File: config.mk
export PLATFORM = sky130hd
export DESIGN_NAME = adc_spi_ctrl
export DESIGN_NICKNAME = d
export VERILOG_FILES = /design/src/rtl/adc_spi_pkg.sv /design/src/rtl/adc_spi_shifter.sv /design/src/rtl/adc_spi_ctrl.sv
export SDC_FILE = /design/constraint.sdc
export NUM_CORES = 1
export LEC_CHECK = 0
export ABC_CLOCK_PERIOD_IN_PS = 2400
export CAP_MARGIN = 30
export CELL_PAD_IN_SITES_DETAIL_PLACEMENT = 0
export CELL_PAD_IN_SITES_GLOBAL_PLACEMENT = 1
export CORE_AREA = 2 2 83 117
export CTS_CLUSTER_SIZE = 25
export DETAILED_ROUTE_END_ITERATION = 10
export DIE_AREA = 0 0 85 119
export PLACE_DENSITY = 0.88
export SYNTH_ARGS = -nofsm -noshare
export SYNTH_HDL_FRONTEND = slang
export SYNTH_SLANG_ARGS = --single-unit
File: constraint.sdc
create_clock -name clk -period 2.4 [get_ports clk]
set_input_delay 0.48 -clock clk [delete_from_list [all_inputs] [get_ports clk]]
set_output_delay 0.48 -clock clk [all_outputs]
set_load 0.03 [all_outputs]
File: src/rtl/adc_spi_pkg.sv
// Shared frame/state types and the power-up register table for the ADC16DV160 SPI port.
package adc_spi_pkg;

  typedef struct packed {
    logic        rw;
    logic [1:0]  rsv;
    logic [12:0] addr;
    logic [7:0]  data;
  } adc_spi_frame_t;

  typedef struct packed {
    logic [12:0] addr;
    logic [7:0]  data;
  } init_entry_t;

  localparam int unsigned INIT_LEN = 4;

  localparam init_entry_t INIT_TABLE [INIT_LEN] = '{
    '{addr: 13'h0000, data: 8'h24},
    '{addr: 13'h0010, data: 8'h01},
    '{addr: 13'h0013, data: 8'h0A},
    '{addr: 13'h0105, data: 8'h55}
  };

  typedef enum logic [2:0] {
    ST_IDLE,
    ST_CS_SETUP,
    ST_SHIFT,
    ST_CS_HOLD,
    ST_GAP
  } state_t;

  // Read frames carry a zero data field.
  function automatic adc_spi_frame_t make_frame(input logic rw, input logic [12:0] addr,
                                                input logic [7:0] data);
    make_frame = '{rw: rw, rsv: 2'b00, addr: addr, data: rw ? 8'h00 : data};
  endfunction

endpackage

File: src/rtl/adc_spi_shifter.sv
// Bit-level SPI engine: 24-bit MSB-first shift register, SCLK divider and SDO capture.
module adc_spi_shifter
  import adc_spi_pkg::*;
#(
  parameter int unsigned CLK_DIV = 4
) (
  input  logic           clk,
  input  logic           rst_n,
  input  logic           load,
  input  adc_spi_frame_t frame,
  input  logic           start,
  output logic           done,
  output logic           sclk,
  output logic           sdi,
  input  logic           sdo,
  output logic [7:0]     rdata
);
  localparam logic [7:0] DIV_LAST = 8'(CLK_DIV - 1);

  logic [23:0] sr_q, sr_d;
  logic [7:0]  rx_q, rx_d;
  logic [7:0]  div_q, div_d;
  logic [5:0]  half_q, half_d;
  logic        active_q, active_d;
  logic        half_end;

  assign half_end = active_q && (div_q == DIV_LAST);

  always_comb begin
    sr_d     = sr_q;
    rx_d     = rx_q;
    div_d    = div_q;
    half_d   = half_q;
    active_d = active_q;
    if (load) begin
      sr_d = frame;
      rx_d = '0;
    end
    if (start) begin
      active_d = 1'b1;
      div_d    = '0;
      half_d   = '0;
    end else if (active_q) begin
      if (half_end) begin
        div_d  = '0;
        half_d = half_q + 6'd1;
        // Even half-periods are SCLK low: their end is the rising edge, odd ends are falling.
        if (!half_q[0]) begin
          rx_d = {rx_q[6:0], sdo};
        end else if (half_q == 6'd47) begin
          active_d = 1'b0;
        end else begin
          sr_d = {sr_q[22:0], 1'b0};
        end
      end else begin
        div_d = div_q + 8'd1;
      end
    end
  end

  always_ff @(posedge clk or negedge rst_n) begin
    if (!rst_n) begin
      sr_q     <= '0;
      rx_q     <= '0;
      div_q    <= '0;
      half_q   <= '0;
      active_q <= 1'b0;
    end else begin
      sr_q     <= sr_d;
      rx_q     <= rx_d;
      div_q    <= div_d;
      half_q   <= half_d;
      active_q <= active_d;
    end
  end

  assign done  = half_end && (half_q == 6'd47);
  assign sclk  = active_q && half_q[0];
  assign sdi   = sr_q[23];
  assign rdata = rx_q;

endmodule

File: src/rtl/adc_spi_ctrl.sv
// ADC16DV160 SPI configuration controller: init table replay and host register access.
// Define ADC_SPI_READBACK_EN to follow every init write with a verifying read frame.
module adc_spi_ctrl
  import adc_spi_pkg::*;
#(
  parameter int unsigned CLK_DIV   = 4,
  parameter bit          AUTO_INIT = 1'b1
) (
  input  logic        clk,
  input  logic        rst_n,
  input  logic        init_start,
  input  logic        req_valid,
  output logic        req_ready,
  input  logic        req_rw,
  input  logic [12:0] req_addr,
  input  logic [7:0]  req_wdata,
  output logic        rsp_valid,
  output logic [7:0]  rsp_rdata,
  output logic        busy,
  output logic        init_done,
  output logic        init_err,
  output logic        spi_cs_n,
  output logic        spi_sclk,
  output logic        spi_sdi,
  input  logic        spi_sdo
);
  localparam int unsigned      IDX_W    = (INIT_LEN > 1) ? $clog2(INIT_LEN) : 1;
  localparam logic [7:0]       DIV_LAST = 8'(CLK_DIV - 1);
  localparam logic [IDX_W-1:0] IDX_LAST = IDX_W'(INIT_LEN - 1);

  state_t           state_q, state_d;
  logic [7:0]       cnt_q, cnt_d;
  logic [IDX_W-1:0] idx_q, idx_d;
  logic [7:0]       rsp_rdata_q, rsp_rdata_d;
  logic             boot_q;
  logic             init_pend_q, init_pend_d;
  logic             host_q, host_d;
  logic             rw_q, rw_d;
  logic             init_done_q, init_done_d;
  logic             last_cnt, init_req, advance;
  logic             sh_load, sh_start, sh_done, sh_sclk, sh_sdi;
  logic [7:0]       sh_rdata;
  adc_spi_frame_t   sh_frame;
`ifdef ADC_SPI_READBACK_EN
  logic             rb_q, rb_d;
  logic             init_err_q, init_err_d;
`endif

  assign last_cnt  = (cnt_q == DIV_LAST);
  // boot_q stays low for the first cycle out of reset to raise the auto-init request.
  assign init_req  = init_start || (AUTO_INIT && !boot_q);
  assign req_ready = (state_q == ST_IDLE) && boot_q && !init_pend_q && !init_req;

  always_comb begin
    state_d     = state_q;
    cnt_d       = cnt_q;
    idx_d       = idx_q;
    rsp_rdata_d = rsp_rdata_q;
    init_pend_d = init_pend_q;
    host_d      = host_q;
    rw_d        = rw_q;
    init_done_d = init_done_q;
    sh_load     = 1'b0;
    sh_start    = 1'b0;
    advance     = 1'b0;
`ifdef ADC_SPI_READBACK_EN
    rb_d       = rb_q;
    init_err_d = init_err_q;
    sh_frame   = make_frame(rb_q, INIT_TABLE[idx_q].addr, INIT_TABLE[idx_q].data);
`else
    sh_frame   = make_frame(1'b0, INIT_TABLE[idx_q].addr, INIT_TABLE[idx_q].data);
`endif
    case (state_q)
      ST_IDLE: begin
        cnt_d = '0;
        if (init_pend_q) begin
          sh_load = 1'b1;
          host_d  = 1'b0;
          rw_d    = sh_frame.rw;
          state_d = ST_CS_SETUP;
        end else if (init_req) begin
          init_pend_d = 1'b1;
          idx_d       = '0;
          init_done_d = 1'b0;
`ifdef ADC_SPI_READBACK_EN
          rb_d       = 1'b0;
          init_err_d = 1'b0;
`endif
        end else if (req_valid && req_ready) begin
          sh_frame = make_frame(req_rw, req_addr, req_wdata);
          sh_load  = 1'b1;
          host_d   = 1'b1;
          rw_d     = req_rw;
          state_d  = ST_CS_SETUP;
        end
      end
      ST_CS_SETUP: begin
        if (last_cnt) begin
          cnt_d    = '0;
          sh_start = 1'b1;
          state_d  = ST_SHIFT;
        end else begin
          cnt_d = cnt_q + 8'd1;
        end
      end
      ST_SHIFT: begin
        if (sh_done) begin
          cnt_d   = '0;
          state_d = ST_CS_HOLD;
          if (host_q) begin
            rsp_rdata_d = rw_q ? sh_rdata : 8'h00;
          end
`ifdef ADC_SPI_READBACK_EN
          else if (rw_q && (sh_rdata != INIT_TABLE[idx_q].data)) begin
            init_err_d = 1'b1;
          end
`endif
        end
      end
      ST_CS_HOLD: begin
        if (last_cnt) begin
          cnt_d   = '0;
          state_d = ST_GAP;
        end else begin
          cnt_d = cnt_q + 8'd1;
        end
      end
      ST_GAP: begin
        if (last_cnt) begin
          cnt_d   = '0;
          state_d = ST_IDLE;
`ifdef ADC_SPI_READBACK_EN
          if (!host_q) begin
            rb_d    = !rb_q;
            advance = rb_q;
          end
`else
          advance = !host_q;
`endif
        end else begin
          cnt_d = cnt_q + 8'd1;
        end
      end
      default: state_d = ST_IDLE;
    endcase
    if (advance) begin
      if (idx_q == IDX_LAST) begin
        idx_d       = '0;
        init_pend_d = 1'b0;
        init_done_d = 1'b1;
      end else begin
        idx_d = idx_q + IDX_W'(1);
      end
    end
  end

  always_ff @(posedge clk or negedge rst_n) begin
    if (!rst_n) begin
      state_q     <= ST_IDLE;
      cnt_q       <= '0;
      idx_q       <= '0;
      rsp_rdata_q <= '0;
      boot_q      <= 1'b0;
      init_pend_q <= 1'b0;
      host_q      <= 1'b0;
      rw_q        <= 1'b0;
      init_done_q <= 1'b0;
    end else begin
      state_q     <= state_d;
      cnt_q       <= cnt_d;
      idx_q       <= idx_d;
      rsp_rdata_q <= rsp_rdata_d;
      boot_q      <= 1'b1;
      init_pend_q <= init_pend_d;
      host_q      <= host_d;
      rw_q        <= rw_d;
      init_done_q <= init_done_d;
    end
  end

`ifdef ADC_SPI_READBACK_EN
  always_ff @(posedge clk or negedge rst_n) begin
    if (!rst_n) begin
      rb_q       <= 1'b0;
      init_err_q <= 1'b0;
    end else begin
      rb_q       <= rb_d;
      init_err_q <= init_err_d;
    end
  end
  assign init_err = init_err_q;
`else
  assign init_err = 1'b0;
`endif

  adc_spi_shifter #(
    .CLK_DIV(CLK_DIV)
  ) u_shifter (
    .clk  (clk),
    .rst_n(rst_n),
    .load (sh_load),
    .frame(sh_frame),
    .start(sh_start),
    .done (sh_done),
    .sclk (sh_sclk),
    .sdi  (sh_sdi),
    .sdo  (spi_sdo),
    .rdata(sh_rdata)
  );

  assign spi_cs_n  = (state_q == ST_IDLE) || (state_q == ST_GAP);
  assign spi_sclk  = sh_sclk;
  assign spi_sdi   = !spi_cs_n && sh_sdi;
  assign busy      = (state_q != ST_IDLE) || init_pend_q;
  assign init_done = init_done_q;
  assign rsp_valid = (state_q == ST_GAP) && last_cnt && host_q;
  assign rsp_rdata = rsp_rdata_q;

endmodule

**After elaboration in Yosys (flattened, before gate mapping)**

Cells that the tools add are included.
W data, S select, Z words.

- Output and inout bits: 16
- Register bits: 73
- Input bits: 27
- Logic and storage cells: 140

- Mux-type cells: 71
- Reductions and logical operators: 33
- $lt $le $gt $ge: 1
- Bitwise gates (word level): 1
- Eq/ne operators: 16
- Add/sub/neg operators: 4

Operator list:

| operator | count |
|---|---|
| $mux W24 | 10 |
| $mux W8 | 12 |
| $bmux W21 S2 | 1 |
| $mux W21 | 2 |
| $mux W1 | 29 |
| $pmux W8 S3 | 1 |
| $mux W3 | 7 |
| $mux W6 | 3 |
| $add A8 B1 Y8 const B | 2 |
| $eq A8 B2 Y1 const B | 2 |
| $pmux W3 S5 | 1 |
| $logic_and A1 B1 Y1 | 10 |
| $mux W2 | 5 |
| $ne A2 B2 Y1 const B | 5 |
| $reduce_bool A2 Y1 | 5 |
| $reduce_and A3 Y1 | 3 |
| $add A6 B1 Y6 const B | 1 |
| $eq A3 B2 Y1 const B | 2 |
| $eq A6 B6 Y1 const B | 1 |
| $ne A3 B3 Y1 const B | 2 |
| $reduce_and A6 Y1 | 1 |
| $reduce_bool A3 Y1 | 2 |
| $logic_not A1 Y1 | 5 |
| $reduce_and A2 Y1 | 2 |
| 10 further kinds | 12 |

**Depth between registers and ports, before layout**

Gate-level depths: netlist of the first run.

- Word-level depth: 15
- Mapped depth: 8
- Mapped depth without buffers: 6

**Modules after synthesis**

Synthesis of the first run repeated with hierarchy kept, for this count alone.

- Cell total of the unflattened synthesis: 363
- Area, all modules: 4017.6 um^2

By module, submodules not included:

| module | instances | area an instance (um^2) | cells each |
|---|---|---|---|
| adc_spi_shifter | 1 | 2417.3 | 182 |
| adc_spi_ctrl | 1 | 1600.3 | 181 |

**Worst setup path after synthesis of the first run**

Ideal clock, no wire load.

- Kind: reg-to-reg
- From: register state_q[0]
- To: register idx_q[0]
- Arrival time: 1.857 ns
- Path buffers: 1
- Library setup time: 0.121 ns
- Stages on the path, launching flop included: 7
- Slack: 0.422 ns
- Clock period less this slack: 1.978 ns
- Path through: dfrtp_1 > buf_2 > nor2_1 > nand2_1 > nor3b_2 > a31oi_1 > a22o_1

- Word-level cells in the longest chain between the ends: 4

Ends and longest elaborated chain:

| what | RTL line | text |
|---|---|---|
| start, declared | adc_spi_ctrl.sv:31 | `state_t state_q, state_d;` |
| start signal, assigned | adc_spi_ctrl.sv:169 | `state_q <= state_d;` |
| $eq A3 B3 Y1 | adc_spi_ctrl.sv:73 | `case (state_q)` |
| $mux W1 | adc_spi_ctrl.sv:73 |  |
| $ne A2 B1 Y1 (no source line) / $reduce_bool A2 Y1 (equally long branches) | -- |  |
| $reduce_and A3 Y1 (no source line) | -- |  |
| end signal, assigned | adc_spi_ctrl.sv:171 | `idx_q <= idx_d;` |
| end, declared | adc_spi_ctrl.sv:33 | `logic [IDX_W-1:0] idx_q, idx_d;` |

Parallel ways exist; a longest one is shown, timed or not.
A chain may end at the register's enable or synchronous reset.

**Final worst setup path of the first run**

- From: register cnt_q[0]
- To: output rsp_valid

- Word-level cells in the longest chain between the ends: 3

Ends and longest elaborated chain:

| what | RTL line | text |
|---|---|---|
| start, declared | adc_spi_ctrl.sv:32 | `logic [7:0] cnt_q, cnt_d;` |
| start signal, assigned | adc_spi_ctrl.sv:170 | `cnt_q <= cnt_d;` |
| $eq A8 B2 Y1 | adc_spi_ctrl.sv:49 | `assign last_cnt = (cnt_q == DIV_LAST);` |
| $logic_and A1 B1 Y1 (2 in a row) | adc_spi_ctrl.sv:216 | `assign rsp_valid = (state_q == ST_GAP) && last_cnt && host_q;` |
| end, declared | adc_spi_ctrl.sv:17 | `output logic rsp_valid,` |

No other way between the ends.

==> impl_metrics.py, run 1 <==
metrics = {
    "floorplan": {
        "start_util_pct": 42.1,
        "rows": 42,
        "dieArea_um2": 10100,
        "fp.dieH_um": 119,
        "core_area_um2": 9200,
        "ioPinCount": 43,
        "die_w_um": 85,
    },
    "sta": {
        "timing.final.crit_share_pct": 95.4,
        "period_minus_slack_ns": 2.29,
        "final.setup.tns_ns": 0,
        "fin_skew_ns": 0.00513,
        "max_freq_mhz": 437,
        "hold_viol": 0,
        "setup_viol": 0,
        "relSlewSlack_pct": 60.0,
        "setup_slack_ns": 0.110,
        "fin_hold_ws_ns": 0.161,
        "worstMarginPinSlew_ns": 0.600,
        "slew_violations": 0,
        "rsz0062_at_grt": "no",
    },
    "power_and_ir_drop": {
        "leakage_nw": 2.05,
        "vdd_drop_max_uv": 517,
        "p_per_area_nw_per_um2": 963,
        "power.total_mw": 4.51,
    },
    "status": {
        "outcome": "finished clean",
    },
    "placement": {
        "gp_congestion": 0.773,
        "io_buffers": 41,
        "place_ws_ns": 0.170,
        "hpwl_um": 5970,
        "place_inst": 550,
        "placed_area_um2": 4400,
    },
    "critical_path": {
        "endpoint_kind": "output port",
        "rr_worst_depth": 7,
        "critPathSlowestCell": "dfrtp_1",
        "rrSetupSlack_ns": 0.16,
        "rr_endpoint": "u_shifter.sr_q[8]",
        "crit_fanout": 5,
        "r2r-start": "cnt_q[0]",
        "worstSetupPathType": "register to output port",
        "critPathArrivalTime_ns": 1.81,
        "cp_data_required_time_ns": 1.92,
        "max_stage_delay_ns": 0.42,
        "path_cells": "ha_1 -> nor4b_4 -> and2_4 -> and3_1 -> buf_4",
        "startpoint_type": "register",
    },
    "cells_and_area": {
        "finish.utilization_pct": 50.9,
        "diodes": 0,
        "finalNetCount": 486,
        "fin_area_um2": 4680,
        "drive_above_1_share_pct": 11.8,
        "synthToLayoutAreaGrowth_pct": 21.0,
        "fin_cells": 566,
    },
    "synth": {
        "netlist.area_leader.share_pct": 47.2,
        "ys_warn_count": 0,
        "yosysTopAreaCell": "dfrtp_1",
        "syn_area_per_cell_um2": 9.45,
        "synth-async-reset-ratio_pct": 100,
        "syn_nets": 443,
        "syn_inst": 410,
        "synth.distinct_cells": 55,
        "seq_area_frac_synth_pct": 47.2,
        "ys.flop_type": "dfrtp_1",
        "synth_edf_count": 0,
        "yosys-top-cells-area": "dfrtp_1 47%, o21ai_0 5.6%, nand2_1 4.2%",
        "synth_area_um2": 3870,
        "yosysMostFrequentCell": "dfrtp_1",
        "yosys-top-cells-count": "73 x dfrtp_1, 43 x nand2_1, 43 x o21ai_0",
        "ys_ff_latch": 73,
    },
    "clock_tree": {
        "htree_levels": 3,
        "cts_buffer_depth": 2,
        "cts-buffers-inserted": 9,
        "cts_sinks": 73,
        "worstSkewPairLatency_ns": 0.33,
        "cts-root-buf": "clkbuf_16",
        "clk_pin_slew_ns": 0.05,
        "cts_hold_buffers": 0,
        "tritoncts": "yes",
    },
    "grt": {
        "grt.total_usage_pct": 18.1,
        "grt_overflow": 0,
        "grt_max_degree": 74,
        "grt_pass1_wl_um": 14800,
        "antenna_found_initial": 0,
        "grt_pass1_vias": 3118,
    },
    "detailed_routing": {
        "via_per_inst": 5.51,
        "num_vias": 3119,
        "ant_nets": 0,
        "drt-initial-drc-count": 149,
        "firstDrtPassIters": 4,
        "wl_um": 8570,
        "wl_per_cell_um": 15.1,
        "drcViolationCount": 0,
    },
    "worst_hold_path": {
        "hold_path.class": "input port to async pin",
    },
    "flow_run": {
        "cap_violations": 0,
    },
}
[worst max-delay path, delay by kind of cell (launching register included)]
family	cells	cell delay [ns]
adders and majority gates	1	0.26
buffers and inverters	1	0.16
DFF	1	0.42
and+or+nand+nor	3	0.63
[power by group]
group | switching (mW) | internal, mW | leakage (nW)
clock | 0.463 | 0.745 | 0.129
sequential | 0.266 | 1.49 | 0.981
combinational | 0.837 | 0.708 | 0.942
total | 1.57 | 2.95 | 2.05
[cell families after synthesis]
family          count (synthesis)  share of synthesized area, %
compound gates                118                          18.6
xor+xnor                        6                          1.36
fa+ha+maj                       6                          1.94
buf+inv                        40                          5.46
flops                          73                          47.2
mux                            14                          4.14
other cells                     2                         0.194
simple gates                  151                          21.1
[layout by cell type, fill, tap and decap left out, types with 4 or more instances in the layout]
cell,instances
nor2_1,37
o21ai_1,4
ha_1,6
o21ai_0,43
nor2b_1,4
buf_4,14
nand3_1,17
mux2i_1,4
clkbuf_16,9
xor2_1,4
a21oi_1,29
a22oi_1,14
mux2_2,8
dfrtp_1,72
and3_1,10
nand2_1,43
inv_1,15
nand2b_1,5
nand4_1,8
clkdlybuf4s50_1,37
a22o_1,13
[timing repair]
item,CTS,global route
setup endpoints to repair,1,11
gates resized for setup,1,3
buffers inserted,0,2
[cell type report]
| type | count | area [um^2] |
|---|---|---|
| fillers | 853 | 4510 |
| flip-flops and latches | 73 | 1830 |
| multi-input cells | 297 | 1850 |
| inverters | 16 | 60.1 |
| clock buffers | 14 | 264 |
| well taps | 110 | 138 |
| repair buffers | 56 | 549 |
[how the worst max path moves through the flow]
stage / from / end
after floorplan: state_q[0] / idx_q[0]
after global placement: u_shifter.div_q[4] / rsp_rdata[5]
after detailed placement: u_shifter.div_q[4] / rsp_rdata[0]
after CTS: cnt_q[0] / rsp_valid
after global routing: state_q[1] / spi_cs_n
final: cnt_q[0] / rsp_valid
[registers in the layout, summed over array words and instances (netlist names)]
name,flops
u_shifter.div_q,8
idx_q,2
u_shifter.active_q,1
u_shifter.sr_q,24
rw_q,1
init_pend_q,1
u_shifter.rdata,8
cnt_q,8
rsp_rdata,8
u_shifter.half_q,6
init_done,1
boot_q,1
state_q,3
host_q,1
[metal layers]
| metal | vias up | wire length, um | track usage [%] |
|---|---|---|---|
| met5 | - | 0 | 0 |
| met4 | 0 | 122 | 6.65 |
| met3 | 9 | 264 | 4.02 |
| met2 | 60 | 4420 | 29.1 |
| met1 | 1510 | 3760 | 23.9 |
| li1 | 1540 | - | - |
Power figures use the tool's default switching activity.
==> inputs of run 2 (changes only) <==
--- a/config.mk
+++ b/config.mk
@@ -5,15 +5,16 @@
 export SDC_FILE = /design/constraint.sdc
 export NUM_CORES = 1
 export LEC_CHECK = 0
+export ABC_AREA = 1
 export ABC_CLOCK_PERIOD_IN_PS = 2400
 export CAP_MARGIN = 30
 export CELL_PAD_IN_SITES_DETAIL_PLACEMENT = 0
 export CELL_PAD_IN_SITES_GLOBAL_PLACEMENT = 1
-export CORE_AREA = 2 2 83 117
+export CORE_AREA = 2 2 85 120
 export CTS_CLUSTER_SIZE = 25
 export DETAILED_ROUTE_END_ITERATION = 10
-export DIE_AREA = 0 0 85 119
-export PLACE_DENSITY = 0.88
+export DIE_AREA = 0 0 87 122
+export PLACE_DENSITY = 0.89
 export SYNTH_ARGS = -nofsm -noshare
 export SYNTH_HDL_FRONTEND = slang
 export SYNTH_SLANG_ARGS = --single-unit
==> impl_metrics.py, run 2 <==
metrics = {
    "power_and_ir_drop": {
        "p_clk_share_pct": 31.1,
        "power.total_mw": 4.49,
        "p_per_area_nw_per_um2": 947,
        "leakage_nw": 2.29,
        "swShare_pct": 36.1,
        "comb_power_share_pct": 30.9,
        "seqPwrFrac_pct": 37.9,
        "power.switching_mw": 1.62,
        "internal_power_mw": 2.87,
        "vdd_drop_max_uv": 447,
    },
    "status": {
        "outcome": "finished clean",
    },
    "cells_and_area": {
        "synthToLayoutAreaGrowth_pct": 20.5,
        "finalNetCount": 590,
        "seq_area_um2": 1830,
        "final_common_cell": "nand2_1",
        "multi_input_area_um2": 1720,
        "layout_common_cells": "124 x nand2_1, 72 x dfrtp_1, 71 x inv_1, 60 x nor2_1, 56 x nand3_1",
        "regMostFlops": "u_shifter.sr_q",
        "drive_above_1_share_pct": 7.83,
        "largest_reg_flops": 24,
        "fin_cells": 674,
        "fin_area_um2": 4740,
        "fill_cells": 955,
        "diodes": 0,
    },
    "placement": {
        "hpwl_um": 6420,
        "place_inst": 658,
        "io_buffers": 41,
        "placed_area_um2": 4420,
        "place_ws_ns": 0.161,
        "gp_congestion": 0.833,
    },
    "synth": {
        "ys_ff_latch": 73,
        "yosysTopAreaCell": "dfrtp_1",
        "yosysMostFrequentCell": "nand2_1",
        "ys_warn_count": 0,
        "seq_area_frac_synth_pct": 46.4,
        "netlist.area_leader.share_pct": 46.4,
        "synth-async-reset-ratio_pct": 100,
        "syn_nets": 548,
        "synth_edf_count": 0,
        "yosys-top-cells-count": "124 x nand2_1, 73 x dfrtp_1, 71 x inv_1",
        "synth.distinct_cells": 34,
        "synth_area_um2": 3940,
        "ys.flop_type": "dfrtp_1",
        "syn_area_per_cell_um2": 7.64,
        "yosys-top-cells-area": "dfrtp_1 46%, nand2_1 12%, nand3_1 7.1%",
        "syn_inst": 515,
    },
    "sta": {
        "final.setup.tns_ns": 0,
        "slew_violations": 0,
        "hold_viol": 0,
        "setup_viol": 0,
        "setup_slack_ns": 0.114,
        "period_minus_slack_ns": 2.29,
        "max_freq_mhz": 437,
        "relSlewSlack_pct": 45.1,
        "timing.final.crit_share_pct": 95.3,
        "fin_skew_ns": 0.00708,
        "rsz0062_at_grt": "no",
        "worstMarginPinSlew_ns": 0.823,
    },
    "worst_hold_path": {
        "hold_path.class": "input port to async pin",
    },
    "critical_path": {
        "worstSetupPathType": "register to output port",
        "startpoint_type": "register",
        "endpoint_kind": "output port",
        "critPathArrivalTime_ns": 1.81,
        "worst-path-stages": 5,
        "r2r-start": "u_shifter.half_q[0]",
        "rr_worst_depth": 9,
        "rr_endpoint": "u_shifter.sr_q[7]",
        "path_delay_family": "buffers and inverters",
        "max_stage_delay_ns": 0.59,
        "cp_data_required_time_ns": 1.92,
        "critPathSlowestCell": "clkdlybuf4s50_1",
        "crit_start": "state_q[2]",
        "crit_fanout": 9,
        "path_buf_inv": 2,
        "path_cells": "nor2_4 -> nand2_4 -> inv_4 -> nand2_1 -> clkdlybuf4s50_1",
        "rrSetupSlack_ns": 0.27,
    },
    "floorplan": {
        "dieArea_um2": 10600,
        "ioPinCount": 43,
        "start_util_pct": 40.9,
        "die_w_um": 87,
        "fp.dieH_um": 122,
        "rows": 43,
        "core_area_um2": 9630,
    },
    "grt": {
        "antenna_found_initial": 0,
        "grt_overflow": 0,
        "grt_max_degree": 47,
        "grt.total_usage_pct": 17.8,
        "grt_pass1_vias": 3283,
        "grt_pass1_wl_um": 14800,
    },
    "clock_tree": {
        "cts_buffer_depth": 2,
        "cts-buffers-inserted": 9,
        "cts_hold_buffers": 0,
        "cts-root-buf": "clkbuf_16",
        "tritoncts": "yes",
        "htree_levels": 3,
        "worstSkewPairLatency_ns": 0.33,
        "clk_pin_slew_ns": 0.05,
        "cts_sinks": 73,
    },
    "detailed_routing": {
        "via_per_inst": 5.04,
        "firstDrtPassIters": 4,
        "wl_um": 8780,
        "num_vias": 3394,
        "drcViolationCount": 0,
        "drt-initial-drc-count": 209,
        "ant_nets": 0,
        "wl_per_cell_um": 13.0,
    },
    "flow_run": {
        "cap_violations": 0,
    },
}
run 2: cell types whose count changed after synthesis, moves of 13 or more:
cell	delta
a22o_1	-13
a22oi_1	-14
inv_1	+56
nand2_1	+81
nand3_1	+38
nor2_1	+23
o21ai_0	-19
run 2: cell type report:
cell class	instances	area share (%)
sequential	73	38.5
multi-input combinational	353	36.3
timing repair buffer	47	9.66
inverter	73	5.83
clock buffer	12	5.62
tap	112	2.96
clock inverter	4	1.06
run 2: what timing repair did:
action / 4_1_cts / 5_1_grt
buffers inserted: 0 / 0
setup endpoints to repair: 0 / 1
gates resized for setup: 0 / 2
run 2: worst max path at each step:
stage                     slack [ns]                 to
after floorplan                 0.04          rsp_valid
after global placement          0.17  u_shifter.sr_q[4]
after detailed placement        0.16  u_shifter.sr_q[4]
after CTS                       0.09          rsp_valid
after global routing            0.01          rsp_valid
final                           0.11               busy
run 2: kinds of logic (layout without fill, tap and decap cells):
kind of cell             after synthesis  after routing  share of synthesized area [%]
other                                  2              2                          0.191
XOR/XNOR                               5              5                           1.11
adder cells (fa/ha/maj)                6              6                           1.91
buffers and inverters                 89            136                           9.89
flip-flops                            73             73                           46.4
AND/OR/NAND/NOR                      269            269                           30.5
AO/OA/AOI/OAI                         71             71                           9.95
run 2: routing by layer:
layer	track usage [%]	share of wire, %
met2	30.9	53
met3	4.00	3.0
met5	0	0
met4	6.64	1.4
met1	21.1	43
run 2: power by group through the flow:
stage | logic [mW] | registers, mW | clock network, mW
finish | 1.39 | 1.70 | 1.40
global placement | 1.36 | 1.71 | 0
global route | 1.58 | 1.74 | 1.49
floorplan | 1.10 | 1.66 | 0
detailed placement | 1.39 | 1.72 | 0
CTS | 1.40 | 1.70 | 1.42
run 2: stage by stage:
step	util (%)	hold WS [ns]
2_1_floorplan	-	0.184
3_3_place_gp	45.9	0.399
3_5_place_dp	45.9	0.406
4_1_cts	49.2	0.0523
5_1_grt	49.2	0.0613
6_report	49.2	0.0515
